## config.mk

```make
export PLATFORM = sky130hd
export DESIGN_NAME = pkt_bufid_refcnt_manager_flat
export DESIGN_NICKNAME = d
export VERILOG_FILES = /design/src/rtl/pkt_bufid_refcnt_manager_if.sv /design/src/rtl/pkt_bufid_refcnt_manager.sv /design/src/flat_wrapper.sv
export SDC_FILE = /design/constraint.sdc
export NUM_CORES = 2
export LEC_CHECK = 0
export CORE_ASPECT_RATIO = 2
export CORE_MARGIN = 3
export CORE_UTILIZATION = 55
export CTS_BUF_LIST = sky130_fd_sc_hd__clkbuf_4 sky130_fd_sc_hd__clkbuf_8
export CTS_CLUSTER_DIAMETER = 40
export DETAILED_ROUTE_END_ITERATION = 10
export PLACE_DENSITY = 0.71
export SLEW_MARGIN = 20
export SYNTH_ARGS = -nofsm -noshare
export SYNTH_HDL_FRONTEND = slang
export SYNTH_SLANG_ARGS = --single-unit
```

## constraint.sdc

```tcl
create_clock -name i_clk -period 10.9 [get_ports i_clk]
set_input_delay 2.18 -clock i_clk [delete_from_list [all_inputs] [get_ports i_clk]]
set_output_delay 2.18 -clock i_clk [all_outputs]
set_load 0.005 [all_outputs]
```

## src/rtl/pkt_bufid_refcnt_manager_if.sv

```systemverilog
// Handshake bundle between the forwarding stage, the transmit-release ports,
// the free-bufid pool and the bufid reference-count manager.
interface pkt_bufid_refcnt_manager_if #(
   parameter int BUFID_WIDTH = 9,
   parameter int CNT_WIDTH   = 4
);
   logic [BUFID_WIDTH-1:0] iv_pkt_bufid;
   logic [CNT_WIDTH-1:0]   iv_pkt_bufid_cnt;
   logic                   i_pkt_bufid_req;
   logic                   o_pkt_bufid_ack;
   logic [BUFID_WIDTH-1:0] iv_release_bufid;
   logic                   i_release_req;
   logic                   o_release_ack;
   logic [BUFID_WIDTH-1:0] ov_free_bufid;
   logic                   o_free_bufid_wr;
   logic                   i_free_bufid_ready;
   logic [BUFID_WIDTH:0]   ov_used_bufid_num;
   logic [15:0]            ov_err_cnt;

   modport master (
      output iv_pkt_bufid, iv_pkt_bufid_cnt, i_pkt_bufid_req,
      output iv_release_bufid, i_release_req, i_free_bufid_ready,
      input  o_pkt_bufid_ack, o_release_ack, ov_free_bufid, o_free_bufid_wr,
      input  ov_used_bufid_num, ov_err_cnt
   );

   modport slave (
      input  iv_pkt_bufid, iv_pkt_bufid_cnt, i_pkt_bufid_req,
      input  iv_release_bufid, i_release_req, i_free_bufid_ready,
      output o_pkt_bufid_ack, o_release_ack, ov_free_bufid, o_free_bufid_wr,
      output ov_used_bufid_num, ov_err_cnt
   );
endinterface

```

## src/rtl/pkt_bufid_refcnt_manager.sv

```systemverilog
// Per-bufid reference counter: set copy count, decrement per release, return bufid to pool at zero.
// Optional protocol error counter enabled by defining REFCNT_ERR_CNT_EN.
module pkt_bufid_refcnt_manager #(
   parameter int BUFID_WIDTH = 9,
   parameter int CNT_WIDTH   = 4
) (
   input logic i_clk,
   input logic i_rst,
   pkt_bufid_refcnt_manager_if.slave bus
);
   localparam int DEPTH = 2**BUFID_WIDTH;
   localparam logic [BUFID_WIDTH:0] USED_MAX = (BUFID_WIDTH+1)'(DEPTH);

   typedef enum logic [1:0] {IDLE, ACK_HOLD, FREE_WAIT} state_t;

   function automatic logic [BUFID_WIDTH:0] used_inc(input logic [BUFID_WIDTH:0] v);
      return (v == USED_MAX) ? v : v + 1'b1;
   endfunction

   function automatic logic [BUFID_WIDTH:0] used_dec(input logic [BUFID_WIDTH:0] v);
      return (v == '0) ? v : v - 1'b1;
   endfunction

   state_t                 state_q, state_d;
   logic [CNT_WIDTH-1:0]   cnt_q [DEPTH];
   logic                   pkt_ack_q, pkt_ack_d;
   logic                   rel_ack_q, rel_ack_d;
   logic                   free_wr_q, free_wr_d;
   logic [BUFID_WIDTH-1:0] free_bufid_q, free_bufid_d;
   logic [BUFID_WIDTH:0]   used_q, used_d;
   logic                   tbl_we;
   logic [BUFID_WIDTH-1:0] tbl_wa;
   logic [CNT_WIDTH-1:0]   tbl_wd;
   logic [CNT_WIDTH-1:0]   set_old, rel_old;

   assign set_old = cnt_q[bus.iv_pkt_bufid];
   assign rel_old = cnt_q[bus.iv_release_bufid];

   always_comb begin
      state_d      = state_q;
      pkt_ack_d    = 1'b0;
      rel_ack_d    = 1'b0;
      free_wr_d    = free_wr_q;
      free_bufid_d = free_bufid_q;
      used_d       = used_q;
      tbl_we       = 1'b0;
      tbl_wa       = '0;
      tbl_wd       = '0;
      case (state_q)
         IDLE: begin
            // Set wins over release; a losing release stays pending on its req line.
            if (bus.i_pkt_bufid_req) begin
               pkt_ack_d = 1'b1;
               if (bus.iv_pkt_bufid_cnt != '0) begin
                  tbl_we  = 1'b1;
                  tbl_wa  = bus.iv_pkt_bufid;
                  tbl_wd  = bus.iv_pkt_bufid_cnt;
                  if (set_old == '0) used_d = used_inc(used_q);
                  state_d = ACK_HOLD;
               end else begin
                  free_wr_d    = 1'b1;
                  free_bufid_d = bus.iv_pkt_bufid;
                  state_d      = FREE_WAIT;
               end
            end else if (bus.i_release_req) begin
               rel_ack_d = 1'b1;
               if (rel_old > CNT_WIDTH'(1)) begin
                  tbl_we  = 1'b1;
                  tbl_wa  = bus.iv_release_bufid;
                  tbl_wd  = rel_old - 1'b1;
                  state_d = ACK_HOLD;
               end else if (rel_old == CNT_WIDTH'(1)) begin
                  tbl_we       = 1'b1;
                  tbl_wa       = bus.iv_release_bufid;
                  tbl_wd       = '0;
                  used_d       = used_dec(used_q);
                  free_wr_d    = 1'b1;
                  free_bufid_d = bus.iv_release_bufid;
                  state_d      = FREE_WAIT;
               end else begin
                  state_d = ACK_HOLD;
               end
            end
         end
         ACK_HOLD: state_d = IDLE;
         FREE_WAIT: begin
            if (free_wr_q && bus.i_free_bufid_ready) begin
               free_wr_d    = 1'b0;
               free_bufid_d = '0;
               state_d      = IDLE;
            end
         end
         default: state_d = IDLE;
      endcase
   end

   always_ff @(posedge i_clk) begin
      if (i_rst) begin
         state_q      <= IDLE;
         pkt_ack_q    <= 1'b0;
         rel_ack_q    <= 1'b0;
         free_wr_q    <= 1'b0;
         free_bufid_q <= '0;
         used_q       <= '0;
         for (int i = 0; i < DEPTH; i++) cnt_q[i] <= '0;
      end else begin
         state_q      <= state_d;
         pkt_ack_q    <= pkt_ack_d;
         rel_ack_q    <= rel_ack_d;
         free_wr_q    <= free_wr_d;
         free_bufid_q <= free_bufid_d;
         used_q       <= used_d;
         if (tbl_we) cnt_q[tbl_wa] <= tbl_wd;
      end
   end

   assign bus.o_pkt_bufid_ack   = pkt_ack_q;
   assign bus.o_release_ack     = rel_ack_q;
   assign bus.o_free_bufid_wr   = free_wr_q;
   assign bus.ov_free_bufid     = free_bufid_q;
   assign bus.ov_used_bufid_num = used_q;

`ifdef REFCNT_ERR_CNT_EN
   logic [15:0] err_q, err_d;
   logic        err_evt;

   // Errors: overwriting a live count, or releasing a bufid that holds no copies.
   assign err_evt = (state_q == IDLE) &&
                    ((bus.i_pkt_bufid_req && (bus.iv_pkt_bufid_cnt != '0) && (set_old != '0)) ||
                     (!bus.i_pkt_bufid_req && bus.i_release_req && (rel_old == '0)));

   always_comb begin
      err_d = err_q;
      if (err_evt && (err_q != 16'hFFFF)) err_d = err_q + 16'd1;
   end

   always_ff @(posedge i_clk) begin
      if (i_rst) err_q <= 16'h0;
      else       err_q <= err_d;
   end

   assign bus.ov_err_cnt = err_q;
`else
   assign bus.ov_err_cnt = 16'h0;
`endif
endmodule

```

## src/flat_wrapper.sv

```systemverilog
// flat-port wrapper written by rule: the top's interface ports become plain ports
module pkt_bufid_refcnt_manager_flat 
#(
   parameter int BUFID_WIDTH = 9,
   parameter int CNT_WIDTH   = 4
)
  (i_clk, i_rst, bus_iv_pkt_bufid, bus_iv_pkt_bufid_cnt, bus_i_pkt_bufid_req, bus_iv_release_bufid, bus_i_release_req, bus_i_free_bufid_ready, bus_o_pkt_bufid_ack, bus_o_release_ack, bus_ov_free_bufid, bus_o_free_bufid_wr, bus_ov_used_bufid_num, bus_ov_err_cnt);
  pkt_bufid_refcnt_manager_if #(.BUFID_WIDTH(BUFID_WIDTH), .CNT_WIDTH(CNT_WIDTH)) bus_i ();
  input logic i_clk;
  input logic i_rst;
  input wire logic [$bits(bus_i.iv_pkt_bufid)-1:0] bus_iv_pkt_bufid;
  input wire logic [$bits(bus_i.iv_pkt_bufid_cnt)-1:0] bus_iv_pkt_bufid_cnt;
  input wire logic [$bits(bus_i.i_pkt_bufid_req)-1:0] bus_i_pkt_bufid_req;
  input wire logic [$bits(bus_i.iv_release_bufid)-1:0] bus_iv_release_bufid;
  input wire logic [$bits(bus_i.i_release_req)-1:0] bus_i_release_req;
  input wire logic [$bits(bus_i.i_free_bufid_ready)-1:0] bus_i_free_bufid_ready;
  output wire logic [$bits(bus_i.o_pkt_bufid_ack)-1:0] bus_o_pkt_bufid_ack;
  output wire logic [$bits(bus_i.o_release_ack)-1:0] bus_o_release_ack;
  output wire logic [$bits(bus_i.ov_free_bufid)-1:0] bus_ov_free_bufid;
  output wire logic [$bits(bus_i.o_free_bufid_wr)-1:0] bus_o_free_bufid_wr;
  output wire logic [$bits(bus_i.ov_used_bufid_num)-1:0] bus_ov_used_bufid_num;
  output wire logic [$bits(bus_i.ov_err_cnt)-1:0] bus_ov_err_cnt;
  assign bus_i.iv_pkt_bufid = bus_iv_pkt_bufid;
  assign bus_i.iv_pkt_bufid_cnt = bus_iv_pkt_bufid_cnt;
  assign bus_i.i_pkt_bufid_req = bus_i_pkt_bufid_req;
  assign bus_i.iv_release_bufid = bus_iv_release_bufid;
  assign bus_i.i_release_req = bus_i_release_req;
  assign bus_i.i_free_bufid_ready = bus_i_free_bufid_ready;
  assign bus_o_pkt_bufid_ack = bus_i.o_pkt_bufid_ack;
  assign bus_o_release_ack = bus_i.o_release_ack;
  assign bus_ov_free_bufid = bus_i.ov_free_bufid;
  assign bus_o_free_bufid_wr = bus_i.o_free_bufid_wr;
  assign bus_ov_used_bufid_num = bus_i.ov_used_bufid_num;
  assign bus_ov_err_cnt = bus_i.ov_err_cnt;
  pkt_bufid_refcnt_manager #(.BUFID_WIDTH(BUFID_WIDTH), .CNT_WIDTH(CNT_WIDTH)) u_core (.i_clk(i_clk), .i_rst(i_rst), .bus(bus_i));
endmodule
```

==> flow_summary.json <==
{
  "post-synth-top-count-cell": "edfxtp_1",
  "grtUsageTotal_pct": 37.14,
  "yosys.area.top_type": "edfxtp_1",
  "grt_max_degree": 175,
  "drtAntennaViolNets": 0,
  "synth_cell_types": 92,
  "rsz0062_at_grt": "no",
  "clockBufferDepth": 4,
  "vias": 80465,
  "syn_inst": 8435,
  "worstSetupEndpointType": "flip-flop",
  "cp.arrival_ns": 9.73,
  "antenna_found_initial": 20,
  "routed_wirelength_um": 379700,
  "ctsResizeCount": 0,
  "synth-async-reset-ratio_pct": 0,
  "worst_pin_slew_ns": 1.361,
  "wl_met1_um": 108900,
  "synth_edf_count": 2048,
  "nFillCells": 14825,
  "die_h_um": 629.5,
  "grt_pass1_vias": 79344,
  "initial_core_util_pct": 55.36,
  "drv_cap": 0,
  "post_route_cells_drive_above_1_share_pct": 17.96,
  "tns_ns": 0,
  "maxSlewViolCount": 0,
  "finalCriticalPeriod_ns": 9.126,
  "crit_start": "bus_iv_release_bufid[0]",
  "area_delta_synth_final_pct": 7.037,
  "pre_cts_ws_ns": 1.271,
  "p_leak_nw": 35.55,
  "cts_max_level": 5,
  "firstDrtPassIters": 9,
  "ys_ff_latch": 2072,
  "setup_viol": 0,
  "ys_top_cells_by_count": "edfxtp_1 (2,048), nor3_1 (1,764), clkbuf_1 (823), nor2_1 (776), mux4_2 (572)",
  "yosysTopAreaCellShare_pct": 57.52,
  "netlist_area_um2": 106900,
  "p_per_area_nw_per_um2": 152.1,
  "routabilityCongestion": 0.9988,
  "worst_slack_ns": 1.774,
  "cts_setup_buffers": 0,
  "clock_latency_ns": 1.03,
  "coreArea_um2": 193100,
  "root_buffer": "clkbuf_8",
  "grt_first_pass_wirelength_um": 538500,
  "hpwl_um": 238200,
  "wl_met2_um": 179500,
  "portBuffers": 48,
  "drt-wirelength-per-cell_um": 35.41,
  "power_w": 0.01741,
  "hold_start": "u_core.bus.o_free_bufid_wr$_SDFFE_PP0P_",
  "die-area_um2": 200000,
  "fp-row-count": 228,
  "fin_skew_ns": 0.1021,
  "grt.overflow.total": 0,
  "yosys_warnings": 0,
  "first_iter_violations": 12030,
  "final_nets": 7986,
  "via_per_inst": 7.504,
  "cp-start-kind": "input pin",
  "worst_slew_margin_rel_pct": 8.864,
  "synth_area_per_cell_um2": 12.68,
  "wl_met3_um": 46790,
  "crit_fanout": 117,
  "synth.area.top_cells": "edfxtp_1 (58%), mux4_2 (12%), nor3_1 (8.3%)",
  "cts_sinks": 2072,
  "fin_crit_sh_pct": 83.72,
  "ys_seq_area_share_pct": 57.97,
  "die_x_um": 317.8,
  "ioPinCount": 65,
  "top_layer_used": "met5",
  "cts_buffers": 290,
  "max_freq_mhz": 109.6,
  "path_class": "input pin to flip-flop",
  "cts_tree": "built",
  "drc": 0,
  "cp.required_ns": 11.50,
  "holdBufCountCts": 0,
  "clk_pin_slew_ns": 0.07,
  "outcome": "complete, no violations",
  "r2r_start": "u_core.cnt_q[130][1]$_SDFFCE_PN0P_",
  "synth_flop_cell": "edfxtp_1",
  "hold_class": "flip-flop to flip-flop",
  "hold_violations": 0,
  "ir_drop_mv": 0.1150
}
==> routing by layer <==
metal,global-route usage (%),vias up
li1,-,32179
met1,39.65,39524
met2,59.75,6730
met3,9.584,2022
met4,35.17,10
met5,0.02415,-
==> kinds of logic (layout without fill, tap and decap cells) <==
logic type | after synthesis | in the layout | synth area share [%]
simple gates | 3145 | 3145 | 14.40
flops | 2072 | 2072 | 57.97
compound gates | 1262 | 1262 | 8.484
buf+inv | 1120 | 836 | 4.572
mux | 816 | 816 | 14.37
fa+ha+maj | 11 | 11 | 0.1357
xor+xnor | 8 | 8 | 0.06554
other cells | 1 | 43 | 0.003507
==> stage by stage <==
| stage | hold WS [ns] | utilization (%) | area, um2 | cells |
|---|---|---|---|---|
| after floorplan | 0.4936 | - | 107000 | 8450 |
| after global placement | 0.5042 | 56.32 | 108800 | 10181 |
| after detailed placement | 0.5104 | 56.37 | 108900 | 10185 |
| after CTS | 0.5287 | 59.21 | 114300 | 10695 |
| after global routing | 0.5590 | 59.22 | 114400 | 10699 |
| final | 0.5293 | 59.26 | 114400 | 10723 |
==> placed cells by master (no fill, tap or decap), drive strengths merged, types with 10 or more instances in the layout <==
master         synthesis  routed
mux2i                209     209
edfxtp              2048    2048
conb                   1      16
nand2                156     156
a2111oi               28      28
clkdlybuf4s50          0      37
a211o                 21      21
o21bai               516     516
o211ai                32      32
clkinv                 0     107
nor4                 223     223
clkinvlp               0      13
o311a                 20      20
dfxtp                 24      24
inv                   18      24
o2111ai               10      10
nand4                 29      29
buf                  278     270
nand3b                10      10
diode                  0      27
clkbuf               824     380
or4                   13      13
nor3                1793    1793
nor2b                 18      18
a211oi                63      63
a21oi                194     194
o41ai                 59      59
mux2                  35      35
o21ai                 82      82
o22ai                 68      68
nand3                 39      39
or3b                  26      26
nor2                 776     776
o311ai                20      20
ha                    10      10
and3                  10      10
mux4                 572     572
a22oi                 74      74
==> cell type report <==
class                   count  area, um2  area share, %
diodes                     27      67.56        0.05904
clock buffers             379       4722          4.126
clock inverters           131      767.0         0.6702
inverters                  18      67.56        0.05904
multi-input cells        5258      40490          35.38
flip-flops and latches   2072      61980          54.16
well taps                2530       3166          2.766
repair buffers            308       3186          2.784
==> state kept, by name, indices dropped and copies added, names as in the netlist <==
signal / cells
u_core.state_q: 2
u_core.bus.o_free_bufid_wr: 1
u_core.bus.ov_used_bufid_num: 10
u_core.bus.o_pkt_bufid_ack: 1
u_core.cnt_q: 2048
u_core.bus.ov_free_bufid: 9
u_core.bus.o_release_ack: 1
==> final timing paths <==
path | to | slack, ns | depth (start not counted)
worst max-delay path | u_core.cnt_q[132][3]$_SDFFCE_PN0P_ | 1.77 | 19
worst max register to register | u_core.cnt_q[132][3]$_SDFFCE_PN0P_ | 3.72 | 15
worst min-delay path | u_core.state_q[1]$_SDFFE_PP0P_ | 0.53 | 3
worst min register to register | u_core.state_q[1]$_SDFFE_PP0P_ | 0.53 | 3
==> worst max-delay path, cell delays in order <==
cell,delay (ns)
buf_8,0.42
buf_12,0.28
buf_12,0.34
buf_4,0.40
mux4_2,0.55
mux4_2,0.48
a22oi_1,0.42
a21oi_1,0.22
nor3_1,0.21
nor3_1,0.12
a21oi_1,0.34
ha_1,0.30
nand2b_1,0.16
a41oi_4,0.39
a21oi_2,0.22
a221oi_2,0.71
nand3_4,0.40
buf_12,0.35
o21bai_1,0.69
==> where the power goes <==
group	internal, W	switching [W]
Clock	0.00296	0.00304
Combinational	0.000675	0.00154
Sequential	0.00900	0.000187
No activity file was read; power rests on OpenSTA's default activity.
